File: config.mk
export PLATFORM = sky130hd
export DESIGN_NAME = sonic_rx_block_sync_66
export DESIGN_NICKNAME = d
export VERILOG_FILES = /design/src/rtl/sonic_constants.sv /design/src/rtl/sonic_sync_header_check.sv /design/src/rtl/sonic_rx_block_sync_66.sv
export SDC_FILE = /design/constraint.sdc
export NUM_CORES = 1
export LEC_CHECK = 0
export CAP_MARGIN = 40
export CORE_UTILIZATION = 49
export CTS_BUF_LIST = sky130_fd_sc_hd__clkbuf_8 sky130_fd_sc_hd__clkbuf_16
export CTS_CLUSTER_DIAMETER = 30
export DETAILED_ROUTE_END_ITERATION = 10
export PLACE_DENSITY = 0.86
export SLEW_MARGIN = 20
export SYNTH_ARGS = -nofsm -noshare
export SYNTH_HDL_FRONTEND = slang
export SYNTH_SLANG_ARGS = --single-unit
File: constraint.sdc
create_clock -name clock -period 8.8 [get_ports clock]
set_input_delay 1.76 -clock clock [delete_from_list [all_inputs] [get_ports clock]]
set_output_delay 1.76 -clock clock [all_outputs]
set_load 0.05 [all_outputs]
File: src/rtl/sonic_constants.sv
// Shared constants for the SONIC 66-bit block path: sync headers, lock FSM
// states and default lock/slip timing.
package sonic_constants;

  localparam logic [1:0] SYNC_DATA = 2'b01;
  localparam logic [1:0] SYNC_CTRL = 2'b10;

  typedef enum logic [1:0] {
    UNLOCK = 2'd0,
    LOCKED = 2'd1,
    SLIP   = 2'd2
  } sync_state_t;

  localparam int LOCK_CNT_DEF   = 64;
  localparam int BAD_SH_MAX_DEF = 16;
  localparam int SLIP_WAIT_DEF  = 32;

endpackage

File: src/rtl/sonic_sync_header_check.sv
// Combinational 66b sync-header validity check, shared by the RX and TX paths.
module sonic_sync_header_check
  import sonic_constants::*;
(
  input  logic [1:0] header,
  output logic       sh_valid
);

  assign sh_valid = (header == SYNC_DATA) || (header == SYNC_CTRL);

endmodule

File: src/rtl/sonic_rx_block_sync_66.sv
// RX block synchronizer: sync-header lock FSM, gearbox slip request and the
// registered write port into the RX circular buffer.
//
// state  | meaning
// UNLOCK | hunting: counting consecutive valid headers, slip on first bad one
// LOCKED | locked: 64-block test windows, lose lock on 16 bad headers in one
// SLIP   | waiting SLIP_WAIT cycles for the gearbox to realign, input ignored
module sonic_rx_block_sync_66
  import sonic_constants::*;
#(
  parameter int LOCK_CNT   = LOCK_CNT_DEF,
  parameter int BAD_SH_MAX = BAD_SH_MAX_DEF,
  parameter int SLIP_WAIT  = SLIP_WAIT_DEF,
  parameter int CNT_WIDTH  = 7
) (
  input  logic        clock,
  input  logic        reset,
  input  logic        enable,
  input  logic [65:0] data_in,
  input  logic        data_valid,
  output logic [65:0] data_out,
  output logic        wrreq,
  output logic        block_lock,
  output logic        slip,
  output logic [15:0] lock_loss_count
);

  localparam int WAIT_W = $clog2(SLIP_WAIT + 1);

  localparam logic [CNT_WIDTH-1:0] LOCK_TC = CNT_WIDTH'(LOCK_CNT);
  localparam logic [CNT_WIDTH-1:0] BAD_TC  = CNT_WIDTH'(BAD_SH_MAX);
  localparam logic [WAIT_W-1:0]    WAIT_TC = WAIT_W'(SLIP_WAIT - 1);

  sync_state_t          state_q, state_d;
  logic [CNT_WIDTH-1:0] sh_cnt_q, sh_cnt_d, sh_cnt_inc;
  logic [CNT_WIDTH-1:0] bad_cnt_q, bad_cnt_d, bad_cnt_inc;
  logic [WAIT_W-1:0]    wait_cnt_q, wait_cnt_d;
  logic [65:0]          data_d;
  logic                 lock_d, slip_d, wrreq_d;
  logic [15:0]          loss_d;
  logic                 sh_valid;

  sonic_sync_header_check u_sh_check (
    .header   (data_in[1:0]),
    .sh_valid (sh_valid)
  );

  assign sh_cnt_inc  = sh_cnt_q + 1'b1;
  assign bad_cnt_inc = bad_cnt_q + {{(CNT_WIDTH-1){1'b0}}, ~sh_valid};

  always_comb begin
    state_d    = state_q;
    sh_cnt_d   = sh_cnt_q;
    bad_cnt_d  = bad_cnt_q;
    wait_cnt_d = wait_cnt_q;
    lock_d     = block_lock;
    slip_d     = 1'b0;
    wrreq_d    = 1'b0;
    loss_d     = lock_loss_count;
    data_d     = data_out;

    if (data_valid) data_d = data_in;

    unique case (state_q)
      UNLOCK: begin
        if (data_valid) begin
          if (sh_valid) begin
            sh_cnt_d = sh_cnt_inc;
            if (sh_cnt_inc == LOCK_TC) begin
              lock_d    = 1'b1;
              state_d   = LOCKED;
              sh_cnt_d  = '0;
              bad_cnt_d = '0;
            end
          end else begin
            slip_d    = 1'b1;
            sh_cnt_d  = '0;
            bad_cnt_d = '0;
            state_d   = SLIP;
          end
        end
      end
      LOCKED: begin
        if (data_valid) begin
          sh_cnt_d  = sh_cnt_inc;
          bad_cnt_d = bad_cnt_inc;
          // Loss of lock takes priority over the end-of-window clear.
          if (bad_cnt_inc == BAD_TC) begin
            lock_d    = 1'b0;
            slip_d    = 1'b1;
            loss_d    = (lock_loss_count == 16'hFFFF) ? lock_loss_count
                                                      : lock_loss_count + 16'd1;
            state_d   = SLIP;
            sh_cnt_d  = '0;
            bad_cnt_d = '0;
          end else begin
            wrreq_d = block_lock;
            if (sh_cnt_inc == LOCK_TC) begin
              sh_cnt_d  = '0;
              bad_cnt_d = '0;
            end
          end
        end
      end
      SLIP: begin
        if (wait_cnt_q == WAIT_TC) begin
          wait_cnt_d = '0;
          state_d    = UNLOCK;
        end else begin
          wait_cnt_d = wait_cnt_q + 1'b1;
        end
      end
      default: begin
        state_d = UNLOCK;
      end
    endcase
  end

  always_ff @(posedge clock) begin
    if (reset || !enable) begin
      state_q    <= UNLOCK;
      sh_cnt_q   <= '0;
      bad_cnt_q  <= '0;
      wait_cnt_q <= '0;
      data_out   <= '0;
      wrreq      <= 1'b0;
      block_lock <= 1'b0;
      slip       <= 1'b0;
      // Disabling the link keeps the loss history; only reset clears it.
      if (reset) lock_loss_count <= '0;
    end else begin
      state_q         <= state_d;
      sh_cnt_q        <= sh_cnt_d;
      bad_cnt_q       <= bad_cnt_d;
      wait_cnt_q      <= wait_cnt_d;
      data_out        <= data_d;
      wrreq           <= wrreq_d;
      block_lock      <= lock_d;
      slip            <= slip_d;
      lock_loss_count <= loss_d;
    end
  end

endmodule

# After elaboration in Yosys (flattened, before gate mapping)
# Cells that the tools add are included.
dict set report word_totals {
  elab_cells 85
  mem_bits_rw 0
  mem_count 0
  out_inout_bits 85
  romBits 0
  input_bits 70
  latch_bits 0
  ff_bits 107
}
dict set report op_classes {
  n_div 0
  mul 0
  shift 0
  n_reduce_logical 14
  n_bitwise 3
  muxes 38
  add_sub_neg 4
  eq_ne 17
  magnitude_cmp 0
}
# operator count
set op_table {}
lappend op_table {{2-to-1 mux 16 bit} 6}
lappend op_table {{2-to-1 mux 7 bit} 11}
lappend op_table {{one-hot mux 7 bit (2 select lines)} 2}
lappend op_table {{adder 16 x 1 -> 16 bit, second input constant} 1}
lappend op_table {{== test 16 bit, second input constant} 1}
lappend op_table {{AND reduction 5 bit} 3}
lappend op_table {{!= test 2 bit, second input constant} 7}
lappend op_table {{2-to-1 mux 2 bit} 6}
lappend op_table {{2-to-1 mux 1 bit} 9}
lappend op_table {{nonzero test 2 bit} 4}
lappend op_table {{adder 7 x 1 -> 7 bit} 1}
lappend op_table {{adder 7 x 1 -> 7 bit, second input constant} 1}
lappend op_table {{== test 7 x 5 -> 1 bit, second input constant} 1}
lappend op_table {{== test 7 bit, second input constant} 1}
lappend op_table {{adder 6 x 1 -> 6 bit, second input constant} 1}
lappend op_table {{== test 6 x 5 -> 1 bit, second input constant} 1}
lappend op_table {{2-to-1 mux 6 bit} 1}
lappend op_table {{one-hot mux 2 bit (3 select lines)} 1}
lappend op_table {{== test 2 x 1 -> 1 bit, second input constant} 2}
lappend op_table {{== test 2 bit, second input constant} 2}
lappend op_table {{one-hot mux 1 bit (2 select lines)} 2}
lappend op_table {{AND reduction 4 bit} 1}
lappend op_table {{!= test 3 bit, second input constant} 1}
lappend op_table {{NOT 1 bit} 3}
lappend op_table {{6 further kinds} 7}

# Logic depth before layout (Yosys ltp)
dict set report logic_depth {
  depth_word 9
  ltp_mapped 11
  mapped_depth_nobuf 10
}

# Hierarchy
# Synthesis repeated with hierarchy kept, for this count alone.
dict set report hier_totals {
  hier_cells 464
  area_unflattened_um2 4560.6
}
# mod seq_area_each_um2 cells_each instances area_per_inst_um2
set by_module_without_submodules {}
lappend by_module_without_submodules {sonic_rx_block_sync_66 2302.2 463 1 4551.9}
lappend by_module_without_submodules {sonic_sync_header_check 0.0 1 1 8.8}

# Worst setup path before layout
# No wires, ideal clock.
dict set report synth_timing {
  kind {input-to-reg}
  start {input port data_in[0]}
  end {register lock_loss_count[0] (enable)}
  slack_ns 4.145
  t_required_ns 8.461
  cell_stages 10
  setup_time_ns 0.339
  arrival_ns 4.316
  path_buffers 0
  path_cell_list {xor2_1 inv_1 ha_1 ha_1 or3b_1 or4_4 and2_4 or2_2 nor2_1 a31o_2}
}
dict set report synth_via {
  elab_chain_cells 7
  word_cells_on_any_way 8
  classes_between {1 x add/sub; 3 x eq/ne; 1 x bitwise; 3 x reduce/logical}
}
# item line_no
set synth_lines {}
lappend synth_lines {{start, declared} sonic_rx_block_sync_66.sv:19} ;# input logic [65:0] data_in,
lappend synth_lines {{== test 2 x 1 -> 1 bit or == test 2 bit (tied branches)} sonic_sync_header_check.sv:9} ;# assign sh_valid = (header == SYNC_DATA) || (header == SYNC_CTRL);
lappend synth_lines {{logical OR 1 bit (*)} sonic_sync_header_check.sv:9}
lappend synth_lines {{NOT 1 bit (*)} sonic_rx_block_sync_66.sv:49} ;# assign bad_cnt_inc = bad_cnt_q + {{(CNT_WIDTH-1){1'b0}}, ~sh_valid};
lappend synth_lines {{adder 7 x 1 -> 7 bit (*)} sonic_rx_block_sync_66.sv:49}
lappend synth_lines {{== test 7 x 5 -> 1 bit (*)} sonic_rx_block_sync_66.sv:88} ;# if (bad_cnt_inc == BAD_TC) begin
lappend synth_lines {{nonzero test 2 bit (no source line) (*)} --}
lappend synth_lines {{AND reduction 5 bit (no source line) (*)} --}
lappend synth_lines {{end signal, assigned} sonic_rx_block_sync_66.sv:140} ;# lock_loss_count <= loss_d;
lappend synth_lines {{end, declared} sonic_rx_block_sync_66.sv:25} ;# output logic [15:0] lock_loss_count
# Mark *: on every way between the ends. The rest lies on a longest branch, timed or not.
# A chain may end at the register's enable or synchronous reset.

# Final worst setup path
dict set report layout_timing {
  start {input port data_in[0]}
  end {register lock_loss_count[13] (enable)}
}
# The elaborated chain is that of the path after synthesis.

==> results.tsv <==
stage	metric	value	unit
synth	synth_nets	524	
clocking	cts_tree	done	
route	viasPerCell	5.39	
synth	avgSynthCellArea	10.0	um2
die	core_area	0.00881	mm2
clocking	clock_path_buffers	2	
synth	synth_seq_cells	107	
sta	finalSetupViolCount	0	
clocking	cts_resized	0	
synth	synth_top_family_by_area	simple AND/OR/NAND/NOR gates	
route	drc	12	
synth	synth.area.top_cells	dfxtp_1 41%, mux2i_1 15%, edfxtp_1 11%, nor2_1 7.9%, xor2_1 2.5%	
sta	whs	0.458	ns
sta	clock-skew-final	0.0166	ns
route	dr.pass1.iters	8	
layout	final_common_cell	clkdlybuf4s50_1	
synth	synth_top_area_cell	dfxtp_1	
placed_design	hpwl	7880	um
synth	synth_top_area_share	0.406	
synth	synth_edf_count	16	
die	die_area	0.00955	mm2
route	vias	3814	
synth	yosys.area_share.simple	0.192	
sta	max_freq	195	MHz
global_route	grt_pass1_wl	18100	um
route	drtAntennaViolNets	0	
worst_setup_path	start_kind	primary input	
layout	syn_to_final_growth	41.1	%
power_and_ir_drop	leakage	0.00248	uW
synth	synth_async_sr_flop_share	0	
clocking	htree_levels	3	
clocking	clkTransAtPathRegs	0.11	ns
layout	final_cell_mix	153 x clkdlybuf4s50_1, 94 x nor2_1, 91 x dfxtp_1	
layout	final_nets	670	
placed_design	routabilityCongestion	0.862	
route	wl	10900	um
sta	worst_pin_slew	0.835	ns
outcome	violations	DRC	
sta	fin_tns_setup	0	ns
layout	fill_cells	650	
clocking	worstSkewPairLatency	0.36	ns
worst_setup_path	worst_ep_required_time	8.81	ns
sta	grt_setup_unrepaired	no	
synth	synthMuxAreaShare	0.157	
die	initial_core_util	0.510	
clocking	cts_made_buffers	9	
synth	synth_xor_area_frac	0.0351	
placed_design	pre_cts_slack	3.29	ns
outcome	outcome	finished, violations left	
sta	finalMaxSlewViolations	0	
route	drt_iter0_markers	156	
power_and_ir_drop	vdd_ir_drop_max	132	uV
global_route	grt_start_max_net_pins	73	
synth	synthCells	449	
global_route	grt_pass1_vias	3881	
placed_design	port_buffers	154	
layout	antenna_cells	0	
power_and_ir_drop	powerDensity	158	mW/mm2
die	die_y	97.7	um
worst_setup_path	crit_arrival	5.13	ns
worst_setup_path	worstPathMaxFanout	16	
synth	synth_flop_cell	dfxtp_1	
global_route	grt_use_total	0.235	
min_path	hp-class	register to register	
synth	yosys.cell_types.count	53	
synth	yosys.area_share.adder	0.0139	
run	cap_violations	0	
global_route	antenna_found_initial	0	
layout	drive_above_1_share	0.0583	
sta	layout_min_cycle_time	5.12	ns
sta	fin_ws	3.68	ns
clocking	root_buffer	clkbuf_8	
sta	hold_viol	0	
clocking	hold_buffers	0	
route	wl_per_cell	15.4	um
synth	synth_area	0.00449	mm2
placed_design	place_area	0.00612	mm2
synth	seq_area_frac_synth	0.513	
die	rows	34	
die	ios	155	
worst_setup_path	end_kind	register	
clocking	postCtsSetupRepairBufs	0	
layout	post-route-cell-area	0.00633	mm2
sta	relSlewSlack	0.442	
worst_setup_path	worstSetupPathType	primary input to register	
die	die_width	97.7	um
synth	synth_compound_area_frac	0.0672	
sta	fin_crit_sh	0.582	
synth	yosys_warnings	0	
clocking	cts.sink_count	107	
global_route	grt_overflow	0	
logic make-up (layout without fill, tap and decap cells):
| kind of cell | after synthesis | count (layout) |
|---|---|---|
| mux | 70 | 70 |
| xor+xnor | 18 | 18 |
| compound gates | 43 | 43 |
| buf+inv | 26 | 177 |
| flops | 107 | 107 |
| fa+ha+maj | 5 | 5 |
| simple gates | 180 | 180 |
flip-flops by register name (all words and copies together) (netlist names):
| name | count |
|---|---|
| wrreq | 1 |
| data_out | 66 |
| wait_cnt_q | 6 |
| lock_loss_count | 16 |
| slip | 1 |
| block_lock | 1 |
| bad_cnt_q | 7 |
| state_q | 2 |
| sh_cnt_q | 7 |
Yosys cell counts, drive strengths merged, types with 6 or more instances:
cell type,instances
and3,8
xor2,13
clkbuf,10
o21ai,12
nand3,18
nand2,17
dfxtp,91
mux2i,68
edfxtp,16
buf,11
nand2b,7
nor2,94
a21oi,6
worst max-delay path: stages:
cell and delay, ns:
clkdlybuf4s50_1 0.50, xor2_1 0.25, inv_1 0.08, ha_1 0.25
ha_1 0.33, or3b_1 0.37, or4_4 0.53, and2_4 0.15
or2_2 0.30, nor2_1 0.16, a31o_2 0.44
layer usage:
layer	share of wire	global-route usage
met4	0.015	0.0793
met5	0	0
met1	0.39	0.258
met2	0.52	0.435
met3	0.072	0.0633
worst paths after layout:
kind / startpoint / to / slack, ns / cells past startpoint
hold / removal: block_lock / wrreq / 0.46 / 2
setup / recovery: data_in[0] / lock_loss_count[13] / 3.68 / 11
hold reg to reg: block_lock / wrreq / 0.46 / 2
setup reg to reg: bad_cnt_q[0] / lock_loss_count[13] / 5.57 / 8
where the power goes:
part / switching (uW) / internal [uW] / total (uW)
Combinational: 94.9 / 72.8 / 168
Sequential: 11.1 / 511 / 522
Clock: 169 / 143 / 312
Total: 275 / 726 / 1000
per-stage QoR:
| step | power [uW] | utilization | cells |
|---|---|---|---|
| 5_1_grt | 1040 | 0.719 | 708 |
| 3_3_place_gp | 695 | 0.692 | 691 |
| 4_1_cts | 1010 | 0.719 | 708 |
| 2_1_floorplan | 630 | - | 449 |
| 3_5_place_dp | 701 | 0.695 | 692 |
| 6_report | 1000 | 0.719 | 708 |
final cells by class:
type	count	area [um2]	area share
repair buffers	156	1570	0.249
clock buffers	10	138	0.0217
clock inverters	6	71.3	0.0113
multi-input cells	316	2090	0.330
flip-flops and latches	107	2300	0.364
well taps	108	135	0.0213
inverters	5	18.8	0.00296
(Power assumes the default switching activity.)
